$ cat src/rtl/keypad_pkg.sv
// Shared types and constants for the 4x4 keypad scanner.
// Holds the FSM state encoding, the key map, the column reset pattern and small decode helpers.
package keypad_pkg;

    typedef enum logic [1:0] {
        ST_SCAN     = 2'd0,
        ST_DEBOUNCE = 2'd1,
        ST_HELD     = 2'd2,
        ST_RELEASE  = 2'd3
    } state_e;

    localparam logic [3:0] COLS_RESET = 4'b1110;

    // Indexed by {row, col}; element 0 is row0/col0.
    localparam logic [0:15][3:0] KEY_MAP = {
        4'h1, 4'h2, 4'h3, 4'hA,
        4'h4, 4'h5, 4'h6, 4'hB,
        4'h7, 4'h8, 4'h9, 4'hC,
        4'hE, 4'h0, 4'hF, 4'hD
    };

    function automatic logic [1:0] col_index(input logic [3:0] cols);
        logic [1:0] idx;
        case (cols)
            4'b1110: idx = 2'd0;
            4'b1101: idx = 2'd1;
            4'b1011: idx = 2'd2;
            default: idx = 2'd3;
        endcase
        return idx;
    endfunction

    // Lowest-index low row wins when several rows are pulled down together.
    function automatic logic [1:0] first_low_row(input logic [3:0] rows);
        logic [1:0] idx;
        if (!rows[0])      idx = 2'd0;
        else if (!rows[1]) idx = 2'd1;
        else if (!rows[2]) idx = 2'd2;
        else               idx = 2'd3;
        return idx;
    endfunction

endpackage

$ cat src/rtl/sync2.sv
// Four-bit two-flop synchronizer for the keypad row inputs.
// Asynchronous active-low reset leaves both stages at the idle (pulled-up) level.
module sync2 (
    input  logic       clk,
    input  logic       reset,
    input  logic [3:0] d_i,
    output logic [3:0] q_o
);

    logic [3:0] meta_q;
    logic [3:0] sync_q;

    always_ff @(posedge clk or negedge reset) begin
        if (!reset) begin
            meta_q <= 4'hF;
            sync_q <= 4'hF;
        end else begin
            meta_q <= d_i;
            sync_q <= meta_q;
        end
    end

    assign q_o = sync_q;

endmodule

$ cat src/rtl/keypad_scanner.sv
// 4x4 matrix keypad scanner with press/release debounce and hex key output.
// Define KEYPAD_SYNC_EN to route rows through sync2 (adds two cycles to every row decision).
module keypad_scanner
    import keypad_pkg::*;
#(
    parameter int SCAN_DIV        = 1000,
    parameter int DEBOUNCE_CYCLES = 50000
) (
    input  logic       clk,
    input  logic       reset,
    input  logic [3:0] rows,
    output logic [3:0] cols,
    output logic [3:0] key,
    output logic       key_valid,
    output logic       key_held
);

    localparam int DIV_W = (SCAN_DIV > 1) ? $clog2(SCAN_DIV) : 1;
    localparam int DEB_W = (DEBOUNCE_CYCLES > 1) ? $clog2(DEBOUNCE_CYCLES) : 1;
    localparam logic [DIV_W-1:0] DIV_LAST = DIV_W'(SCAN_DIV - 1);
    localparam logic [DEB_W-1:0] DEB_LAST = DEB_W'(DEBOUNCE_CYCLES - 1);

    logic [3:0] rows_s;

`ifdef KEYPAD_SYNC_EN
    sync2 u_sync2 (
        .clk   (clk),
        .reset (reset),
        .d_i   (rows),
        .q_o   (rows_s)
    );
`else
    assign rows_s = rows;
`endif

    state_e           state_q,     state_d;
    logic [3:0]       cols_q,      cols_d;
    logic [1:0]       row_q,       row_d;
    logic [DIV_W-1:0] div_q,       div_d;
    logic [DEB_W-1:0] deb_q,       deb_d;
    logic [3:0]       key_q,       key_d;
    logic             key_valid_q, key_valid_d;

    logic       row_high;
    logic [3:0] cols_next;

    assign row_high  = rows_s[row_q];
    assign cols_next = {cols_q[2:0], cols_q[3]};

    // Counters only advance below their terminal value, so they saturate instead of wrapping.
    always_comb begin
        state_d     = state_q;
        cols_d      = cols_q;
        row_d       = row_q;
        div_d       = div_q;
        deb_d       = deb_q;
        key_d       = key_q;
        key_valid_d = 1'b0;
        case (state_q)
            ST_SCAN: begin
                if (div_q == DIV_LAST) begin
                    div_d = '0;
                    if (!(&rows_s)) begin
                        row_d   = first_low_row(rows_s);
                        deb_d   = '0;
                        state_d = ST_DEBOUNCE;
                    end else begin
                        cols_d = cols_next;
                    end
                end else begin
                    div_d = div_q + 1'b1;
                end
            end
            ST_DEBOUNCE: begin
                if (row_high) begin
                    deb_d   = '0;
                    div_d   = '0;
                    cols_d  = cols_next;
                    state_d = ST_SCAN;
                end else if (deb_q == DEB_LAST) begin
                    deb_d       = '0;
                    key_d       = KEY_MAP[{row_q, col_index(cols_q)}];
                    key_valid_d = 1'b1;
                    state_d     = ST_HELD;
                end else begin
                    deb_d = deb_q + 1'b1;
                end
            end
            ST_HELD: begin
                if (row_high) begin
                    deb_d   = '0;
                    state_d = ST_RELEASE;
                end
            end
            ST_RELEASE: begin
                if (!row_high) begin
                    deb_d   = '0;
                    state_d = ST_HELD;
                end else if (deb_q == DEB_LAST) begin
                    deb_d   = '0;
                    div_d   = '0;
                    cols_d  = cols_next;
                    state_d = ST_SCAN;
                end else begin
                    deb_d = deb_q + 1'b1;
                end
            end
            default: begin
                state_d = ST_SCAN;
            end
        endcase
    end

    always_ff @(posedge clk or negedge reset) begin
        if (!reset) begin
            state_q     <= ST_SCAN;
            cols_q      <= COLS_RESET;
            row_q       <= 2'd0;
            div_q       <= '0;
            deb_q       <= '0;
            key_q       <= 4'h0;
            key_valid_q <= 1'b0;
        end else begin
            state_q     <= state_d;
            cols_q      <= cols_d;
            row_q       <= row_d;
            div_q       <= div_d;
            deb_q       <= deb_d;
            key_q       <= key_d;
            key_valid_q <= key_valid_d;
        end
    end

    assign cols      = cols_q;
    assign key       = key_q;
    assign key_valid = key_valid_q;
    assign key_held  = (state_q == ST_HELD) || (state_q == ST_RELEASE);

endmodule

$ cat config.mk
export PLATFORM = sky130hd
export DESIGN_NAME = keypad_scanner
export DESIGN_NICKNAME = d
export VERILOG_FILES = /design/src/rtl/keypad_pkg.sv /design/src/rtl/sync2.sv /design/src/rtl/keypad_scanner.sv
export SDC_FILE = /design/constraint.sdc
export NUM_CORES = 1
export LEC_CHECK = 0
export ABC_AREA = 1
export CAP_MARGIN = 20
export CORE_UTILIZATION = 30
export DETAILED_ROUTE_END_ITERATION = 7
export MAX_ROUTING_LAYER = met4
export SLEW_MARGIN = 0
export SYNTH_ARGS = -nofsm -noshare
export SYNTH_HDL_FRONTEND = slang
export SYNTH_SLANG_ARGS = --single-unit
export TNS_END_PERCENT = 5
$ cat constraint.sdc
create_clock -name clk -period 3.2 [get_ports clk]
set_input_delay 0.96 -clock clk [delete_from_list [all_inputs] [get_ports clk]]
set_output_delay 0.96 -clock clk [all_outputs]
set_load 0.01 [all_outputs]
==> parameters.txt <==
Parameter                              Value

Global routing
  Vias in the first global route    ~2300
  Antenna violations before repair    0
  Global-route usage over all layers    15.4%
  Wire length of the first global-routing pass    between 10000 and 15000 um
  Largest net degree at the start of global routing    40
  Leftover overflow at the end of global routing    0

Logic synthesis
  Yosys cell types    33
  Mean cell area of the mapped netlist    roughly 7 sq um
  Number of synthesized flops with an enable pin    0
  Number of synthesized register bits    39
  Sequential-to-total area share from yosys stat    37.7%
  Synthesized netlist net count    380
  Combined area of all synthesized cells    ~2600 sq um
  Ys flop type    sky130_fd_sc_hd__dfrtp_1
  Yosys synthesis warning count    0
  Async SR Flop Fraction    100%
  Number of standard cells after synthesis    368

STA
  Highest clock frequency the design can meet    ~420 MHz
  Period utilisation layout    74.0%
  Clock period minus worst slack    2370 ps
  Fin Clk Skew    10.5 ps
  Relative slew margins    between 40% and 50%
  Transition time at the pin with the least slew margin    899 ps
  Final count of negative-setup-slack endpoints    0
  Unrepaired setup endpoints after global routing    false
  Fin Setup TNS    0 ps
  Number of endpoints with negative hold slack in the final report    0
  Max-slew violation total from the final report    0

Clock tree
  CTS Buffer Depth    2
  CTS Hold Buffers Added    0
  Worst-Skew Late Latency    300 ps
  Setup Fix Bufs, Post-CTS    0
  Total CTS buffers    5
  Clock H-tree levels    2
  CTS root buffer    sky130_fd_sc_hd__clkbuf_8
  Reg clk slew, reported paths    about 70 ps
  Clock sink total    39
  Post-cts sizing count    0
  TritonCTS clock tree    built

Critical path
  Required time of the critical path    ~2200 ps
  Critical path, cell by cell    clkdlybuf4s50_1
  Kind of end point of the critical path    primary output
  Family with the most delay on the worst path    flip-flops
  Class of the most critical setup path    flop to primary output
  Biggest cell delay along the critical path    about 570 ps
  Critical-path cell with the highest stage delay    sky130_fd_sc_hd__dfstp_2
  Critical Path Source Type    flop
  Arrival time of the worst setup path    between 1000 and 1500 ps
  Largest fanout on the critical path    5
  Critical path buffers and inverters    1

Drt
  DRT Wirelength    around 6200 um
  Via count    between 2000 and 2500
  Routed length per instance    between 10 and 15 um
  DRC marker count from the first detailed-route iteration    290
  Vias per cell    between 5 and 6
  Iteration count of the initial detailed-routing pass    5
  Antenna-violating nets left    0
  DRC violation count after routing    0

Cells and area
  Area overhead of the layout relative to synthesis    12.4%
  Number of non-filler instances in the completed layout    489
  NumNets Final    between 300 and 400
  Leading cell type in the layout, fill and taps excluded    sky130_fd_sc_hd__nand2_1
  Share of final-layout standard cells stronger than drive strength 1    about 8.1%
  Most used cells in the layout excluding fill and tap cells    sky130_fd_sc_hd__nand2_1 (102), sky130_fd_sc_hd__inv_1 (38), sky130_fd_sc_hd__nand3_1 (37), sky130_fd_sc_hd__nor2_1 (36), sky130_fd_sc_hd__dfrtp_1 (36)
  Antenna Cells    0
  Area of the multi-input gates    around 1400 sq um
  Combined flip-flop and latch cell area    slightly below 1000 sq um
  Number of filler cells placed in the layout    ~870

Floorplan
  Die area    roughly 9000 sq um
  Number of top-level pins    16
  Y dimension of the die    ~95 um
  Die outline width    between 90 and 100 um
  Initial core utilization    between 30% and 40%
  Number of core rows    33
  Core box area    8300 sq um

Min path
  Class of the tightest hold or removal check    flop to flop

Pwr
  Worst IR drop on VDD    ~0.27 mV
  P per Cell Area    469 nW/um^2
  Leakage power    about 1.3 nW

Placement
  Count of input and output buffers    15
  HPWL reported at the end of detailed placement    roughly 4600 um
  Instance count after placement with tap cells included    481
  Final RePlAce weighted congestion    between 0.8 and 0.9

Flow run
  Number of maximum-capacitance violations    0

Outcome
  Status    completed
[flip-flops by register name (all words and copies together) (netlist names), named ones only]
| name | count |
|---|---|
| key | 4 |
| deb_q | 16 |
| cols | 4 |
| key_valid | 1 |
| div_q | 10 |
| state_q | 1 |
| row_q | 2 |
[cells in the mapped netlist (2+ instances only)]
cell type                    n  area [sq um]
sky130_fd_sc_hd__a21o_1      2          15.0
sky130_fd_sc_hd__buf_2       3          15.0
sky130_fd_sc_hd__buf_4       3          22.5
sky130_fd_sc_hd__clkinv_1    2          7.51
sky130_fd_sc_hd__dfrtp_1    36           901
sky130_fd_sc_hd__dfstp_2     3          78.8
sky130_fd_sc_hd__ha_1        6          75.1
sky130_fd_sc_hd__inv_1      38           143
sky130_fd_sc_hd__inv_2       4          15.0
sky130_fd_sc_hd__nand2_1   102           383
sky130_fd_sc_hd__nand2_2     3          18.8
sky130_fd_sc_hd__nand2_4     2          22.5
sky130_fd_sc_hd__nand3_1    37           185
sky130_fd_sc_hd__nand4_1    35           219
sky130_fd_sc_hd__nor2_1     36           135
sky130_fd_sc_hd__nor2_2      2          12.5
sky130_fd_sc_hd__nor3_1      3          15.0
sky130_fd_sc_hd__o21ai_0    17          85.1
sky130_fd_sc_hd__o21ai_1     8          40.0
sky130_fd_sc_hd__o21ai_2     3          26.3
sky130_fd_sc_hd__o22ai_1     3          18.8
sky130_fd_sc_hd__or2_2       2          12.5
sky130_fd_sc_hd__xnor2_1     3          26.3
sky130_fd_sc_hd__xor2_1      6          52.6
[power breakdown]
part           leakage, nW  switching (mW)  internal, mW
clock               0.0482           0.176         0.174
sequential           0.526          0.0698         0.539
combinational        0.732           0.298         0.114
[worst reg2reg max path, stage by stage (launching register included)]
cell	delay [ps]
sky130_fd_sc_hd__dfrtp_1	450
sky130_fd_sc_hd__ha_1	350
sky130_fd_sc_hd__nand2_2	110
sky130_fd_sc_hd__nor2_4	180
sky130_fd_sc_hd__inv_2	70
sky130_fd_sc_hd__nor2_2	120
sky130_fd_sc_hd__nand2_2	140
sky130_fd_sc_hd__nand2_4	120
sky130_fd_sc_hd__nand2_4	130
sky130_fd_sc_hd__inv_1	130
sky130_fd_sc_hd__o21ai_0	80
[area by class of cell]
cell class / instances / area share (%)
multi-input cells: 277 / 48.0
flip-flops and latches: 39 / 33.5
inverters: 44 / 5.65
repair buffers: 16 / 5.22
well taps: 105 / 4.50
clock buffers: 7 / 2.96
clock inverters: 1 / 0.171
[routing by layer]
layer	global-route usage, %	part of all wire [%]	vias to the layer above
met5	-	0	-
met4	3.41	1.0	0
met3	3.19	4.5	10
met2	25.1	48	69
met1	19.5	47	1165
li1	-	-	1246
[cell families (layout without fill, tap and decap cells)]
logic type | Yosys count | in the layout | synth area share (%)
adder cells (fa/ha/maj) | 6 | 6 | 2.89
AND/OR/NAND/NOR | 226 | 226 | 40.0
flip-flops | 39 | 39 | 37.7
AO/OA/AOI/OAI | 36 | 36 | 8.04
XOR/XNOR | 9 | 9 | 3.03
buffers and inverters | 52 | 68 | 8.38
[worst paths after layout]
kind	start	end	slack [ps]	cells past startpoint
min reg2reg	key[2]	key[2]	480	2
max in group asynchronous	reset	div_q[1]	1850	1
min in group asynchronous	reset	deb_q[13]	780	1
max	cols[3]	cols[3]	830	1
max reg2reg	deb_q[0]	div_q[1]	1200	10
min	key[2]	key[2]	480	2
[per-stage QoR]
stage / power (mW) / util, % / cell area, sq um / hold WS, ps / worst slack [ps]
floorplan: 0.948 / - / 2600 / 472 / 1390
global placement: 1.03 / 34.1 / 2830 / 471 / 559
detailed placement: 1.03 / 34.1 / 2830 / 474 / 517
CTS: 1.38 / 35.2 / 2920 / 491 / 818
global route: 1.48 / 35.2 / 2920 / 515 / 673
finish: 1.37 / 35.2 / 2920 / 484 / 831
(Power assumes the default switching activity.)
